==> config.mk <==
export PLATFORM = sky130hd
export DESIGN_NAME = mem_arbiter
export DESIGN_NICKNAME = d
export VERILOG_FILES = /design/src/rtl/mem_arbiter.sv
export SDC_FILE = /design/constraint.sdc
export NUM_CORES = 1
export LEC_CHECK = 0
export BUFFER_PORTS_ARGS = -buffer_cell sky130_fd_sc_hd__buf_2
export CORE_AREA = 3 3 332 334
export CTS_CLUSTER_SIZE = 12
export DETAILED_ROUTE_END_ITERATION = 10
export DIE_AREA = 0 0 335 337
export PLACE_DENSITY = 0.35
export SYNTH_ARGS = -nofsm -noshare
export SYNTH_HDL_FRONTEND = slang
export SYNTH_SLANG_ARGS = --single-unit
==> constraint.sdc <==
create_clock -name clk_i -period 28.6 [get_ports clk_i]
set_clock_uncertainty 0.15 [all_clocks]
set_input_delay 2.86 -clock clk_i [delete_from_list [all_inputs] [get_ports clk_i]]
set_output_delay 2.86 -clock clk_i [all_outputs]
set_load 0.05 [all_outputs]
==> src/rtl/mem_arbiter.sv <==
// Round-robin arbiter sharing the memory line port between I-cache refills and
// D-cache refills/write-backs, with grant and conflict counters.
module mem_arbiter #(
  parameter int unsigned ADDR_W = 32,
  parameter int unsigned LINE_W = 128
) (
  input  logic              clk_i,
  input  logic              rst_i,
  input  logic              ic_valid_i,
  input  logic [ADDR_W-1:0] ic_addr_i,
  output logic [LINE_W-1:0] ic_rdata_o,
  output logic              ic_ready_o,
  input  logic              dc_valid_i,
  input  logic              dc_rw_i,
  input  logic [ADDR_W-1:0] dc_addr_i,
  input  logic [LINE_W-1:0] dc_wdata_i,
  output logic [LINE_W-1:0] dc_rdata_o,
  output logic              dc_ready_o,
  output logic              mem_valid_o,
  output logic              mem_rw_o,
  output logic [ADDR_W-1:0] mem_addr_o,
  output logic [LINE_W-1:0] mem_wdata_o,
  input  logic [LINE_W-1:0] mem_rdata_i,
  input  logic              mem_ready_i,
  output logic              busy_o,
  output logic [31:0]       gnt_ic_cnt_o,
  output logic [31:0]       gnt_dc_cnt_o,
  output logic [31:0]       conflict_cnt_o
);

  typedef enum logic [2:0] {StIdle, StServeI, StServeD, StRespI, StRespD} state_e;

  state_e state_q, state_d;
  logic   last_d_q;  // 1 when the most recent grant went to the D-cache
  logic   gnt_i, gnt_d;

  logic              req_rw_q;
  logic [ADDR_W-1:0] req_addr_q;
  logic [LINE_W-1:0] req_wdata_q;
  logic [LINE_W-1:0] ic_rdata_q, dc_rdata_q;
  logic [31:0]       gnt_ic_q, gnt_dc_q, conflict_q;

  always_comb begin
    state_d = state_q;
    gnt_i   = 1'b0;
    gnt_d   = 1'b0;
    unique case (state_q)
      StIdle: begin
        // On a tie the requester that did not win last time goes first.
        if (dc_valid_i && (!ic_valid_i || !last_d_q)) begin
          gnt_d   = 1'b1;
          state_d = StServeD;
        end else if (ic_valid_i) begin
          gnt_i   = 1'b1;
          state_d = StServeI;
        end
      end
      StServeI: if (mem_ready_i) state_d = StRespI;
      StServeD: if (mem_ready_i) state_d = StRespD;
      StRespI, StRespD: state_d = StIdle;
      default: state_d = StIdle;
    endcase
  end

  always_ff @(posedge clk_i or posedge rst_i) begin
    if (rst_i) begin
      state_q  <= StIdle;
      last_d_q <= 1'b0;
    end else begin
      state_q <= state_d;
      if (gnt_i || gnt_d) last_d_q <= gnt_d;
    end
  end

  always_ff @(posedge clk_i or posedge rst_i) begin
    if (rst_i) begin
      req_rw_q    <= 1'b0;
      req_addr_q  <= '0;
      req_wdata_q <= '0;
    end else if (gnt_d) begin
      req_rw_q    <= dc_rw_i;
      req_addr_q  <= dc_addr_i;
      req_wdata_q <= dc_wdata_i;
    end else if (gnt_i) begin
      req_rw_q    <= 1'b0;
      req_addr_q  <= ic_addr_i;
      req_wdata_q <= '0;
    end
  end

  always_ff @(posedge clk_i or posedge rst_i) begin
    if (rst_i) begin
      ic_rdata_q <= '0;
      dc_rdata_q <= '0;
    end else begin
      if (state_q == StServeI && mem_ready_i) ic_rdata_q <= mem_rdata_i;
      if (state_q == StServeD && mem_ready_i) dc_rdata_q <= mem_rdata_i;
    end
  end

  always_ff @(posedge clk_i or posedge rst_i) begin
    if (rst_i) begin
      gnt_ic_q   <= '0;
      gnt_dc_q   <= '0;
      conflict_q <= '0;
    end else begin
      if (gnt_i) gnt_ic_q <= gnt_ic_q + 32'd1;
      if (gnt_d) gnt_dc_q <= gnt_dc_q + 32'd1;
      if (state_q == StIdle && ic_valid_i && dc_valid_i) conflict_q <= conflict_q + 32'd1;
    end
  end

  assign mem_valid_o    = (state_q == StServeI) || (state_q == StServeD);
  assign mem_rw_o       = req_rw_q;
  assign mem_addr_o     = req_addr_q;
  assign mem_wdata_o    = req_wdata_q;
  assign ic_ready_o     = (state_q == StRespI);
  assign dc_ready_o     = (state_q == StRespD);
  assign ic_rdata_o     = ic_rdata_q;
  assign dc_rdata_o     = dc_rdata_q;
  assign busy_o         = (state_q != StIdle);
  assign gnt_ic_cnt_o   = gnt_ic_q;
  assign gnt_dc_cnt_o   = gnt_dc_q;
  assign conflict_cnt_o = conflict_q;

endmodule

======== Word-level counts from Yosys, hierarchy flattened ========
Cells that the tools add are included.
operators by class
  add/sub/neg operators ................... 3
  reductions and logical operators ........ 14
  multiplexer cells ....................... 16
  equal/unequal tests ..................... 7
operators by type and width
  kind                   count
  $mux 128               2
  $add 32x1->32 const B  3
  $mux 32                2
  $mux 3                 4
  $pmux 3 s3             1
  $mux 1                 7
  $eq 3x2->1 const B     2
  $logic_and 1x1->1      5
  $ne 2x2->1 const B     2
  $eq 3x1->1 const B     1
  $eq 3x3->1 const B     1
  $logic_not 3->1        1
  $logic_or 1x1->1       3
  $ne 3x3->1 const B     1
  $reduce_and 3->1       1
  $reduce_bool 3->1      1
  $logic_not 1->1        2
  $reduce_bool 2->1      1
word-level totals
  output and inout port bits .............. 517
  register bits after elaboration ......... 517
  input bits .............................. 326

======== Logic depth before layout (Yosys ltp) ========
  depth after elaboration ................. 7
  gate-level depth with buffers ........... 8
  depth with buffers taken out ............ 6

======== Worst setup path before layout ========
Ideal clock, no wire load.
  path type ............................... reg-to-output
  start ................................... register state_q[2]
  end ..................................... output ic_ready_o
  path buffers ............................ 1
  arrival ................................. 1.648 ns
  slack ................................... 23.942 ns
  cell stages (with the launch flop) ...... 3
  cells stage by stage .................... dfrtp_1 > buf_2 > nor3b_1
on the way
  word-level cells in the longest chain between the ends .. 1
RTL lines
  what                      RTL line  RTL
  start: declaration        33        state_e state_q, state_d;
  start signal: assignment  67        state_q <= StIdle;
  start signal: assignment  70        state_q <= state_d;
  $eq 3x2->1                117       assign ic_ready_o = (state_q == StRespI);
  end: declaration          12        output logic ic_ready_o,
No other way between the ends.

==> flow_metrics.tcl <==
set metrics [dict create \
    clock-sinks 517 \
    numPortBuffers 842 \
    synthFlopType "dfrtp_1" \
    clkTransAtPathRegs_ns 0.05 \
    hold_violations 0 \
    drc_errors 0 \
    cp_common_cell "buf_4" \
    synth_area_leaders "dfrtp_1 (65%), mux2_2 (15%), a22o_1 (5.7%)" \
    drt_iter0_drc 515 \
    rsz0062_at_grt "false" \
    cts_setup_buffers 0 \
    synth.yosys.seq_area_share_pct 65.1 \
    setup_viol 0 \
    synth_cell_types 39 \
    wl_per_cell_um 21.3 \
    fin_tns_setup_ns 0 \
    fin_cells 3701 \
    first_pass_iters 4 \
    critPathKind "input port to async pin" \
    tritoncts "done" \
    tightest_slew_ns 1.15 \
    max_clock_freq_ghz 0.184 \
    synth_fp_nets 1712 \
    yosysMostFrequentCell "dfrtp_1" \
    holdBufCountCts 0 \
    timing.final.ws_setup_ns 23.17 \
    start_util_pct 18.5 \
    fin_nets 2560 \
    relSlewSlack_pct 23.6 \
    syn_inst 1383 \
    synth.largest_area_cell "dfrtp_1" \
    hold_class "register to register" \
    required_ns 29.08 \
    max-vdd-ir-drop_mv 0.0695 \
    place_inst 3565 \
    track_usage_pct 13.5 \
    max_stage_delay_ns 0.76 \
    dp_hpwl_mm 60.0 \
    drv_cap 0 \
    yosys_warnings 0 \
    cp_max_fo 148 \
    cts_root_buf "clkbuf_16" \
    drt-total-wl_mm 78.7 \
    crit_arrival_ns 5.91 \
    p_leak_nw 13.7 \
    cts_buffer_depth 3 \
    synthesis.area_um2 19900 \
    critical_path.cell_chain "buf_2 > inv_8 > buf_4 > buf_12 > buf_4" \
    clock_latency_ns 0.61 \
    area_growth_pct 40.9 \
    ant_nets 0 \
    synth-async-reset-ratio_pct 100 \
    grt_pass1_wl_mm 113 \
    place_congestion 0.807 \
    grtUsageMet1_pct 14.1 \
    pin_count 843 \
    grt.busiest_layer "met2" \
    ctsHtreeMaxLevel 3 \
    die_area_um2 113000 \
    min_period_over_period_pct 19.0 \
    ys_ff_latch 517 \
    fp.dieW_um 335 \
    maxSlewViolCount 0 \
    power_density_nw_per_um2 150 \
    end_kind "async pin" \
    grt_max_degree 149 \
    grt_util_met2_pct 23.9 \
    use_met3_pct 5.33 \
    critPathLaunchType "input port" \
    synth_top_area_share_pct 65.1 \
    synth_edf_count 0 \
    crit_family "buffers and inverters" \
    outcome "finished, final reports clean" \
    rows 120 \
    fp.coreArea_um2 107000 \
    pre_cts_slack_ns 22.29 \
    die_h_um 337 \
    antenna_found_initial 31 \
    cpMaxStageDelayCell "buf_4" \
    holdWs_ns 0.320 \
    cp_num_buf_inv 5 \
    cts_buffers 67 \
    synth_common_cells "dfrtp_1 (517), mux2_2 (259), a22o_1 (129), clkbuf_1 (67), nand2_1 (67)" \
    grt_pass1_vias 16200 \
    avgSynthCellArea_um2 14.4 \
    drive_gt1_share_pct 54.2 \
    via_count 14800 \
    overflow 0 \
    postCtsResizedCells 0 \
    total_power_mw 4.19 \
    via_per_inst 4.00 \
    period_minus_slack_ns 5.43 \
]
## worst reg2reg max path: cells and delay by family (launching register included)
family          cells  cell delay, ns
compound gates      1            0.34
buf+inv             2            1.28
simple gates        2            1.42
flops               1            0.51
## per-stage QoR
step                utilization (%)  cell area [um^2]
finish                         26.1             28000
CTS                            26.1             27900
detailed placement             24.0             25700
floorplan                         -             19900
global route                   26.1             28000
global placement               24.0             25700
## area by class of cell
cell class	count	area, um^2
Antenna cell	16	40.0
Multi-Input combinational cell	779	6610
Clock inverter	24	264
Sequential cell	517	12900
Inverter	12	52.6
Clock buffer	96	2000
Tap cell	1403	1760
Fill cell	11400	79200
Timing Repair Buffer	854	4330
## cells by family after synthesis
logic type | share of synthesized area (%)
flops | 65.1
mux | 16.3
simple gates | 5.78
compound gates | 6.72
xor+xnor | 4.14
buf+inv | 1.74
fa+ha+maj | 0.189
## path summary, 6_finish.rpt
path	startpoint	slack, ns	to	depth (start not counted)
setup / recovery	rst_i	23.17	ic_rdata_o[84]	5
hold / removal	gnt_dc_cnt_o[31]	0.32	gnt_dc_cnt_o[31]	1
setup reg to reg	state_q[1]	24.85	mem_wdata_o[63]	5
hold reg to reg	gnt_dc_cnt_o[31]	0.32	gnt_dc_cnt_o[31]	1
max in group clk_i	ic_valid_i	23.33	mem_addr_o[24]	5
min in group asynchronous	rst_i	2.26	conflict_cnt_o[5]	2
## cell usage in the layout (no fill, tap or decap), types with 11 or more instances in the layout
cell and n:
a22o_1 129, and3_1 14, buf_2 842, clkbuf_1 11
clkbuf_16 70, clkbuf_8 15, clkinv_2 13, dfrtp_1 517
diode_2 16, mux2_2 259, mux2i_1 32, nand2_1 67
nand3_1 32, nand4_1 27, nor2_1 23, nor3_1 19
o21ai_0 35, xnor2_1 53, xor2_1 41
## metal layers
layer	wire length (um)	vias to the layer above
met5	55	-
met4	2450	8
met3	7060	136
met2	40900	548
met1	28300	7429
li1	-	6698
## state kept, by name, indices dropped and copies added (netlist names)
register / flops
conflict_cnt_o: 32
dc_rdata_o: 128
gnt_dc_cnt_o: 32
gnt_ic_cnt_o: 32
ic_rdata_o: 128
last_d_q: 1
mem_addr_o: 32
mem_rw_o: 1
mem_wdata_o: 128
state_q: 3
## power breakdown
group	switching, mW	leakage (nW)	internal, mW	total [mW]
clock network	0.337	1.13	0.525	0.862
logic	1.58	6.17	0.514	2.10
registers	0.187	6.43	1.05	1.23
Note: power is estimated with default switching activity, not from simulation.
